### src/rtl/rr_onehot_arbiter_if.sv
// Request/grant bundle between requesters and the round-robin arbiter.
// master: requester side drives req_i; slave: arbiter drives the grant.
interface rr_onehot_arbiter_if #(
  parameter int NUM_REQ = 4,
  parameter int ID_W    = 2
) ();
  logic [NUM_REQ-1:0] req_i;
  logic [NUM_REQ-1:0] gnt_o;
  logic [ID_W-1:0]    gnt_id_o;
  logic               gnt_vld_o;

  modport master (
    output req_i,
    input  gnt_o,
    input  gnt_id_o,
    input  gnt_vld_o
  );

  modport slave (
    input  req_i,
    output gnt_o,
    output gnt_id_o,
    output gnt_vld_o
  );
endinterface

### src/rtl/rr_onehot_arbiter.sv
// Round-robin arbiter, registered one-hot + binary grant, forced rotation.
// Ports: clk, reset_n (sync, active-low), bus (req_i in; gnt_o/id/vld out).
module rr_onehot_arbiter #(
  parameter int NUM_REQ  = 4,
  parameter int ID_W     = 2,
  parameter int MAX_HOLD = 8
) (
  input  logic               clk,
  input  logic               reset_n,
  rr_onehot_arbiter_if.slave bus
);
  localparam int HC_W = (MAX_HOLD > 1) ? $clog2(MAX_HOLD) : 1;
  localparam logic [HC_W-1:0] HC_MAX = HC_W'(MAX_HOLD - 1);
  localparam logic [ID_W-1:0] LAST_INIT = ID_W'(NUM_REQ - 1);

  typedef enum logic {IDLE, GRANT} state_t;

  state_t             state, state_n;
  logic [NUM_REQ-1:0] gnt_q, gnt_n;
  logic [ID_W-1:0]    id_q, id_n;
  logic               vld_q, vld_n;
  logic [ID_W-1:0]    last_q, last_n;
  logic [HC_W-1:0]    hc_q, hc_n;

  logic [NUM_REQ-1:0] others;
  logic [ID_W-1:0]    win_idle;
  logic [ID_W-1:0]    win_oth;

  // First set bit of cand searching base+1 .. base, wrapping at NUM_REQ.
  function automatic logic [ID_W-1:0] rr_pick(
    input logic [NUM_REQ-1:0] cand,
    input logic [ID_W-1:0]    base
  );
    logic [ID_W:0]   sum;
    logic [ID_W-1:0] win;
    logic            found;
    win   = '0;
    found = 1'b0;
    for (int i = 1; i <= NUM_REQ; i++) begin
      sum = {1'b0, base} + (ID_W+1)'(i);
      if (sum >= (ID_W+1)'(NUM_REQ))
        sum = sum - (ID_W+1)'(NUM_REQ);
      if (!found && cand[sum[ID_W-1:0]]) begin
        win   = sum[ID_W-1:0];
        found = 1'b1;
      end
    end
    return win;
  endfunction

  assign others   = bus.req_i & ~(NUM_REQ'(1) << id_q);
  assign win_idle = rr_pick(bus.req_i, last_q);
  assign win_oth  = rr_pick(others, id_q);

  always_ff @(posedge clk) begin
    if (!reset_n) begin
      state  <= IDLE;
      gnt_q  <= '0;
      id_q   <= '0;
      vld_q  <= 1'b0;
      last_q <= LAST_INIT;
      hc_q   <= '0;
    end else begin
      state  <= state_n;
      gnt_q  <= gnt_n;
      id_q   <= id_n;
      vld_q  <= vld_n;
      last_q <= last_n;
      hc_q   <= hc_n;
    end
  end

  always_comb begin
    state_n = state;
    gnt_n   = gnt_q;
    id_n    = id_q;
    vld_n   = vld_q;
    last_n  = last_q;
    hc_n    = hc_q;
    unique case (state)
      IDLE: begin
        if (|bus.req_i) begin
          state_n = GRANT;
          id_n    = win_idle;
          gnt_n   = NUM_REQ'(1) << win_idle;
          vld_n   = 1'b1;
          last_n  = win_idle;
          hc_n    = '0;
        end
      end
      GRANT: begin
        // Release and preempt both hand over to the next other requester.
        if (|others &&
            (!bus.req_i[id_q] || hc_q == HC_MAX)) begin
          id_n   = win_oth;
          gnt_n  = NUM_REQ'(1) << win_oth;
          last_n = win_oth;
          hc_n   = '0;
        end else if (!bus.req_i[id_q]) begin
          state_n = IDLE;
          gnt_n   = '0;
          vld_n   = 1'b0;
        end else if (hc_q != HC_MAX) begin
          hc_n = hc_q + HC_W'(1);
        end
      end
      default: state_n = IDLE;
    endcase
  end

  assign bus.gnt_o     = gnt_q;
  assign bus.gnt_id_o  = id_q;
  assign bus.gnt_vld_o = vld_q;
endmodule

### src/flat_wrapper.sv
// flat-port wrapper written by rule: the top's interface ports become plain ports
module rr_onehot_arbiter_flat 
#(
  parameter int NUM_REQ  = 4,
  parameter int ID_W     = 2,
  parameter int MAX_HOLD = 8
)
  (clk, reset_n, bus_req_i, bus_gnt_o, bus_gnt_id_o, bus_gnt_vld_o);
  rr_onehot_arbiter_if #(.NUM_REQ(NUM_REQ), .ID_W(ID_W)) bus_i ();
  input  logic clk;
  input  logic reset_n;
  input wire logic [$bits(bus_i.req_i)-1:0] bus_req_i;
  output wire logic [$bits(bus_i.gnt_o)-1:0] bus_gnt_o;
  output wire logic [$bits(bus_i.gnt_id_o)-1:0] bus_gnt_id_o;
  output wire logic [$bits(bus_i.gnt_vld_o)-1:0] bus_gnt_vld_o;
  assign bus_i.req_i = bus_req_i;
  assign bus_gnt_o = bus_i.gnt_o;
  assign bus_gnt_id_o = bus_i.gnt_id_o;
  assign bus_gnt_vld_o = bus_i.gnt_vld_o;
  rr_onehot_arbiter #(.NUM_REQ(NUM_REQ), .ID_W(ID_W), .MAX_HOLD(MAX_HOLD)) u_core (.clk(clk), .reset_n(reset_n), .bus(bus_i));
endmodule
### config.mk
export PLATFORM = sky130hd
export DESIGN_NAME = rr_onehot_arbiter_flat
export DESIGN_NICKNAME = d
export VERILOG_FILES = /design/src/rtl/rr_onehot_arbiter_if.sv /design/src/rtl/rr_onehot_arbiter.sv /design/src/flat_wrapper.sv
export SDC_FILE = /design/constraint.sdc
export NUM_CORES = 1
export LEC_CHECK = 0
export CAP_MARGIN = 20
export CORE_ASPECT_RATIO = 0.7
export CORE_MARGIN = 5
export CORE_UTILIZATION = 45
export DETAILED_ROUTE_END_ITERATION = 8
export DONT_BUFFER_PORTS = 1
export HOLD_SLACK_MARGIN = 0.08
export PLACE_DENSITY = 0.66
export SETUP_SLACK_MARGIN = 0.05
export SKIP_CTS_REPAIR_TIMING = 1
export SLEW_MARGIN = 30
export SYNTH_ARGS = -nofsm -noshare
export SYNTH_HDL_FRONTEND = slang
export SYNTH_SLANG_ARGS = --single-unit
export TNS_END_PERCENT = 100
### constraint.sdc
create_clock -name clk -period 3.4 [get_ports clk]
set_input_delay 0.68 -clock clk [delete_from_list [all_inputs] [get_ports clk]]
set_output_delay 0.68 -clock clk [all_outputs]
set_load 0.01 [all_outputs]
### Word-level counts from Yosys, hierarchy flattened

Index checks and enable logic that the tools add are counted.

| storage, ports and cells | value |
|---|---|
| bits in registers | 13 |
| input port bits | 6 |
| output and inout port bits | 7 |

| cells by class | value |
|---|---|
| $add $sub $neg | 17 |
| order comparisons | 17 |
| equality and inequality tests | 9 |
| shift-type cells | 3 |
| muxes and demuxes | 60 |
| bitwise operators | 3 |
| reductions and logical operators | 21 |

Operator list:

| kind | number |
|---|---|
| two-way mux 2 bit | 18 |
| < comparator 2 x 3 -> 1 bit (second input constant) | 9 |
| greater-or-equal comparator 3 bit (second input constant) | 8 |
| two-way mux 1 bit | 21 |
| binary-select mux 1 bit (select 2 bit) | 9 |
| subtractor 2 x 1 -> 2 bit (second input constant) | 8 |
| adder 2 x 2 -> 3 bit (second input constant) | 4 |
| two-way mux 3 bit | 4 |
| two-way mux 4 bit | 3 |
| inequality test 3 bit (second input constant) | 4 |
| << shifter 1 x 2 -> 4 bit (first input constant) | 3 |
| one-hot mux 4 bit (2 select lines) | 1 |
| OR reduction 4 bit | 2 |
| logical AND 1 bit | 7 |
| logical NOT 1 bit | 7 |
| adder 2 x 1 -> 3 bit (second input constant) | 2 |
| adder 2 x 3 -> 3 bit (second input constant) | 2 |
| inequality test 2 bit (second input constant) | 3 |
| one-hot mux 3 bit (2 select lines) | 1 |
| AND reduction 3 bit | 2 |
| AND 4 bit | 1 |
| inverter 4 bit | 1 |
| one-hot mux 1 bit (2 select lines) | 2 |
| one-hot mux 2 bit (2 select lines) | 1 |
| other kinds (6) | 7 |

### Longest topological paths before layout

| logic depth | value |
|---|---|
| word-level depth | 18 |
| mapped depth | 10 |

### Worst setup path after synthesis

Ideal clock, no wire load.

| path | value |
|---|---|
| path kind | reg-to-reg |
| from | reg u_core.id_q[1], in the netlist u_core.bus.gnt_id_o[1] |
| to | reg u_core.id_q[1], in the netlist u_core.bus.gnt_id_o[1] |
| library setup time | 0.120 ns |
| arrival time | 2.743 ns |
| data required time | 3.280 ns |
| path slack | 0.537 ns |
| cell stages (with the launch flop) | 11 |
| buffers on the path | 2 |
| cell sequence | dfxtp_1 > clkbuf_1 > inv_1 > ha_1 > buf_2 > mux2_2 > or4_1 > a22o_1 > a21o_1 > a21boi_0 > o31ai_1 |

| on the way | value |
|---|---|
| cells in the longest elaborated chain, start to end | 17 |
| elaborated cells on any way between the ends | 50 |

Ends and longest elaborated chain:

| element | RTL line | RTL |
|---|---|---|
| from (decl) | rr_onehot_arbiter.sv:20 | `logic [ID_W-1:0] id_q, id_n;` |
| from (signal assigned) | rr_onehot_arbiter.sv:66 | `id_q <= id_n;` |
| adder 2 x 1 -> 3 bit / << shifter 1 x 2 -> 4 bit (equally long branches) | rr_onehot_arbiter.sv:40, rr_onehot_arbiter.sv:51 |  |
| greater-or-equal comparator 3 bit (tied with other cells) | rr_onehot_arbiter.sv:41 | `if (sum >= (ID_W+1)'(NUM_REQ))` |
| two-way mux 2 bit / AND 4 bit (equally long branches) | rr_onehot_arbiter.sv:41, rr_onehot_arbiter.sv:51 |  |
| binary-select mux 1 bit (select 2 bit) | rr_onehot_arbiter.sv:43 | `if (!found && cand[sum[ID_W-1:0]]) begin` |
| two-way mux 1 bit (implied by the code) | rr_onehot_arbiter.sv:43 |  |
| two-way mux 1 bit | rr_onehot_arbiter.sv:43 |  |
| logical NOT 1 bit | rr_onehot_arbiter.sv:43 |  |
| logical AND 1 bit | rr_onehot_arbiter.sv:43 |  |
| two-way mux 1 bit | rr_onehot_arbiter.sv:43 |  |
| logical NOT 1 bit | rr_onehot_arbiter.sv:43 |  |
| logical AND 1 bit | rr_onehot_arbiter.sv:43 |  |
| two-way mux 1 bit | rr_onehot_arbiter.sv:43 |  |
| logical NOT 1 bit | rr_onehot_arbiter.sv:43 |  |
| logical AND 1 bit | rr_onehot_arbiter.sv:43 |  |
| two-way mux 2 bit | rr_onehot_arbiter.sv:43 |  |
| two-way mux 2 bit | rr_onehot_arbiter.sv:93 | `if (\|others &&` |
| one-hot mux 2 bit (2 select lines) | rr_onehot_arbiter.sv:80 | `unique case (state)` |

Several ways; a longest one is shown, not always the timed one. The select of a mux whose other input is x is not followed.
A chain may end at the register's enable or synchronous reset.

### Worst setup path after layout

| path | value |
|---|---|
| from | reg u_core.id_q[0], in the netlist u_core.bus.gnt_id_o[0] |
| to | reg u_core.id_q[1], in the netlist u_core.bus.gnt_id_o[1] |

Same word-level chain as after synthesis.

==> results.toml <==
[clock_network]
ctsRootBufferMaster = "clkbuf_8"
cts_buffers = 3
cts.sinks = 13
clkTransAtPathRegs_ns = 0.06
h-tree-depth = 1
cts_tree = "done"
worstSkewPairLatency_ns = 0.24
clk_path_buf_depth = 2

[pwr]
power_density_nw_per_um2 = 493
seqPwrFrac = 0.307
switching_share = 0.391
p_leak_nw = 0.477
switchingPower_w = 0.000246
comb_power_share = 0.477
p_int_w = 0.000383
power_frac_clock = 0.217
vdd_drop_max_uv = 247

[setup_path]
cp.required_ns = 3.53
worstPathCellList = "inv_1 > ha_1 > mux2_2 > or4_1 > a22o_1 > a21o_1 > a21boi_0 > o31ai_1"
slowest_delay_ns = 0.50
worst_setup_path_start_kind = "register"
r2r_start = "u_core.bus.gnt_id_o[0]$_SDFFE_PN0P_"
critical_path.max_fanout = 10
crit_family = "compound AO/OA/AOI/OAI gates"
crit_arrival_ns = 2.71
cpMaxStageDelayCell = "ha_1"
worstSetupPathType = "register to register"
crit_path_end_kind = "register"
critPathBufInv = 1
crit_path_start = "u_core.bus.gnt_id_o[0]$_SDFFE_PN0P_"

[logic_synthesis]
avgSynthCellArea_sq_um = 8.48
ys_seq_elements = 13
synth_cell_types = 56
ys_warn_count = 0
synth-seq-area-share = 0.210
synthArstFlopShare = 0
synth_edf_count = 0
syn-num-nets = 158
synth_top_flop_cell = "dfxtp_1"
syn_inst = 146
netlist_area_sq_um = 1240

[floorplan]
io_pins = 13
fp.dieH_um = 53.9
coreArea_sq_um = 2550
die_w_um = 72.7
die_area_sq_um = 3920
rows = 15
start_util = 0.485

[placed_design]
place_congestion = 0.940
post-dp-hpwl_um = 2260
port_buffers = 0
pre_cts_ws_ns = 0.858

[timing]
hold_viol = 0
tns_ns = 0
fmax_mhz = 387
fin_crit_sh = 0.760
setup_viol = 0
period_needed_ns = 2.58
slew_headroom = 0.401
grt_setup_unrepaired = "no"
report.final.slew_viol_count = 0
finClkSkew_ns = 0.00476
worstMarginPinSlew_ns = 0.887
timing.final.ws_setup_ns = 0.818

[status]
status = "finished clean"

[global_routing]
grt.total_usage = 0.164
overflow = 0
grt_pass1_wl_um = 4920
grt_max_degree = 22
grt_pass1_vias = 992
antenna_found_initial = 0

[detailed_routing]
drt_iter0_drc = 102
drc = 0
dr.pass1.iters = 4
wl_per_cell_um = 16.6
viasPerCell = 5.98
ant_nets = 0
drt_wl_total_um = 2920
num_vias = 1052

[finish]
final_nets = 155
diodes = 0
drive_above_1_share = 0.211
layout_common_cells = "13 x dfxtp_1, 10 x nand2_1, 9 x nor2_1"
areaGrowthSynthToFinish_pct = 3.24
layout.cells.most_common = "dfxtp_1"
num-fill-cells = 259

[min_path]
hp-start = "u_core.last_q[0]$_SDFFE_PN1P_"
hp-class = "register to register"

[job]
drv_cap = 0
## through the flow
stage	total power, W	instance area, sq um	cells	utilization	hold slack (ns)
after CTS	0.000633	1280	176	0.500	0.491
after floorplan	0.000449	1240	146	-	0.450
after global routing	0.000676	1280	176	0.500	0.508
after global placement	0.000487	1230	172	0.483	0.474
final	0.000630	1280	176	0.500	0.499
after detailed placement	0.000492	1230	172	0.483	0.478
## flip-flops by register name (all words and copies together), names as in the netlist
signal,cells
u_core.bus.gnt_id_o,2
u_core.bus.gnt_o,4
u_core.bus.gnt_vld_o,1
u_core.hc_q,3
u_core.last_q,2
u_core.state,1
## final cells by class
type                            count  area (sq um)  share of cell area
Multi-Input combinational cell    115           881               0.690
Sequential cell                    13           260               0.204
Clock buffer                        4          45.0              0.0353
Tap cell                           34          42.5              0.0333
Inverter                            7          26.3              0.0206
Timing Repair Buffer                3          22.5              0.0176
## cells in the mapped netlist (2+ instances only)
master	n	area [sq um]
nand2_1	10	37.5
a21o_1	2	15.0
o22ai_1	4	25.0
and2b_2	2	17.5
a21oi_1	5	25.0
nand2b_1	3	18.8
o21ai_0	5	25.0
mux2i_1	6	60.1
o21a_1	3	22.5
inv_1	7	26.3
a22oi_1	3	22.5
dfxtp_1	13	260
nor2b_1	4	25.0
nand3b_1	2	15.0
and3_2	3	22.5
ha_1	6	75.1
nor3_1	2	10.0
nor2_1	9	33.8
nor3b_1	3	22.5
a21boi_1	2	15.0
and2_4	2	17.5
o31ai_1	2	15.0
mux2_2	4	45.0
clkbuf_1	4	15.0
a21boi_0	2	15.0
a21oi_2	2	17.5
nand3_1	5	25.0
buf_2	3	15.0
## power by group through the flow
| stage | logic (W) | clock network [W] | registers (W) |
|---|---|---|---|
| 2_1_floorplan | 0.000255 | 0 | 0.000194 |
| 3_3_place_gp | 0.000291 | 0 | 0.000195 |
| 3_5_place_dp | 0.000296 | 0 | 0.000196 |
| 4_1_cts | 0.000296 | 0.000144 | 0.000193 |
| 5_1_grt | 0.000330 | 0.000150 | 0.000196 |
| 6_report | 0.000300 | 0.000137 | 0.000193 |
## logic make-up after synthesis
logic type / after synthesis / synth area share
buffers and inverters: 18 / 0.0778
flip-flops: 13 / 0.210
adder cells (fa/ha/maj): 6 / 0.0607
AO/OA/AOI/OAI: 44 / 0.276
AND/OR/NAND/NOR: 54 / 0.272
multiplexers: 11 / 0.103
## worst register-to-register path: cells and delay by family (launching register included)
kind | cells | cell delay, ns
simple gates | 1 | 0.40
compound gates | 4 | 0.73
fa+ha+maj | 1 | 0.50
mux | 1 | 0.42
buf+inv | 1 | 0.09
flops | 1 | 0.32
## final timing paths
path / end / slack [ns] / depth (start not counted)
setup / recovery: u_core.bus.gnt_id_o[1]$_SDFFE_PN0P_ / 0.82 / 8
hold / removal: u_core.last_q[0]$_SDFFE_PN1P_ / 0.50 / 1
setup reg to reg: u_core.bus.gnt_id_o[1]$_SDFFE_PN0P_ / 0.82 / 8
hold reg to reg: u_core.last_q[0]$_SDFFE_PN1P_ / 0.50 / 1
## layer usage
| layer | up-vias | share of wire | global-route usage |
|---|---|---|---|
| met5 | - | 0 | 0 |
| met4 | 0 | 0 | 0.0215 |
| met3 | 0 | 0.073 | 0.0690 |
| met2 | 27 | 0.41 | 0.237 |
| met1 | 498 | 0.51 | 0.232 |
| li1 | 527 | - | - |
Note: power is estimated with default switching activity, not from simulation.
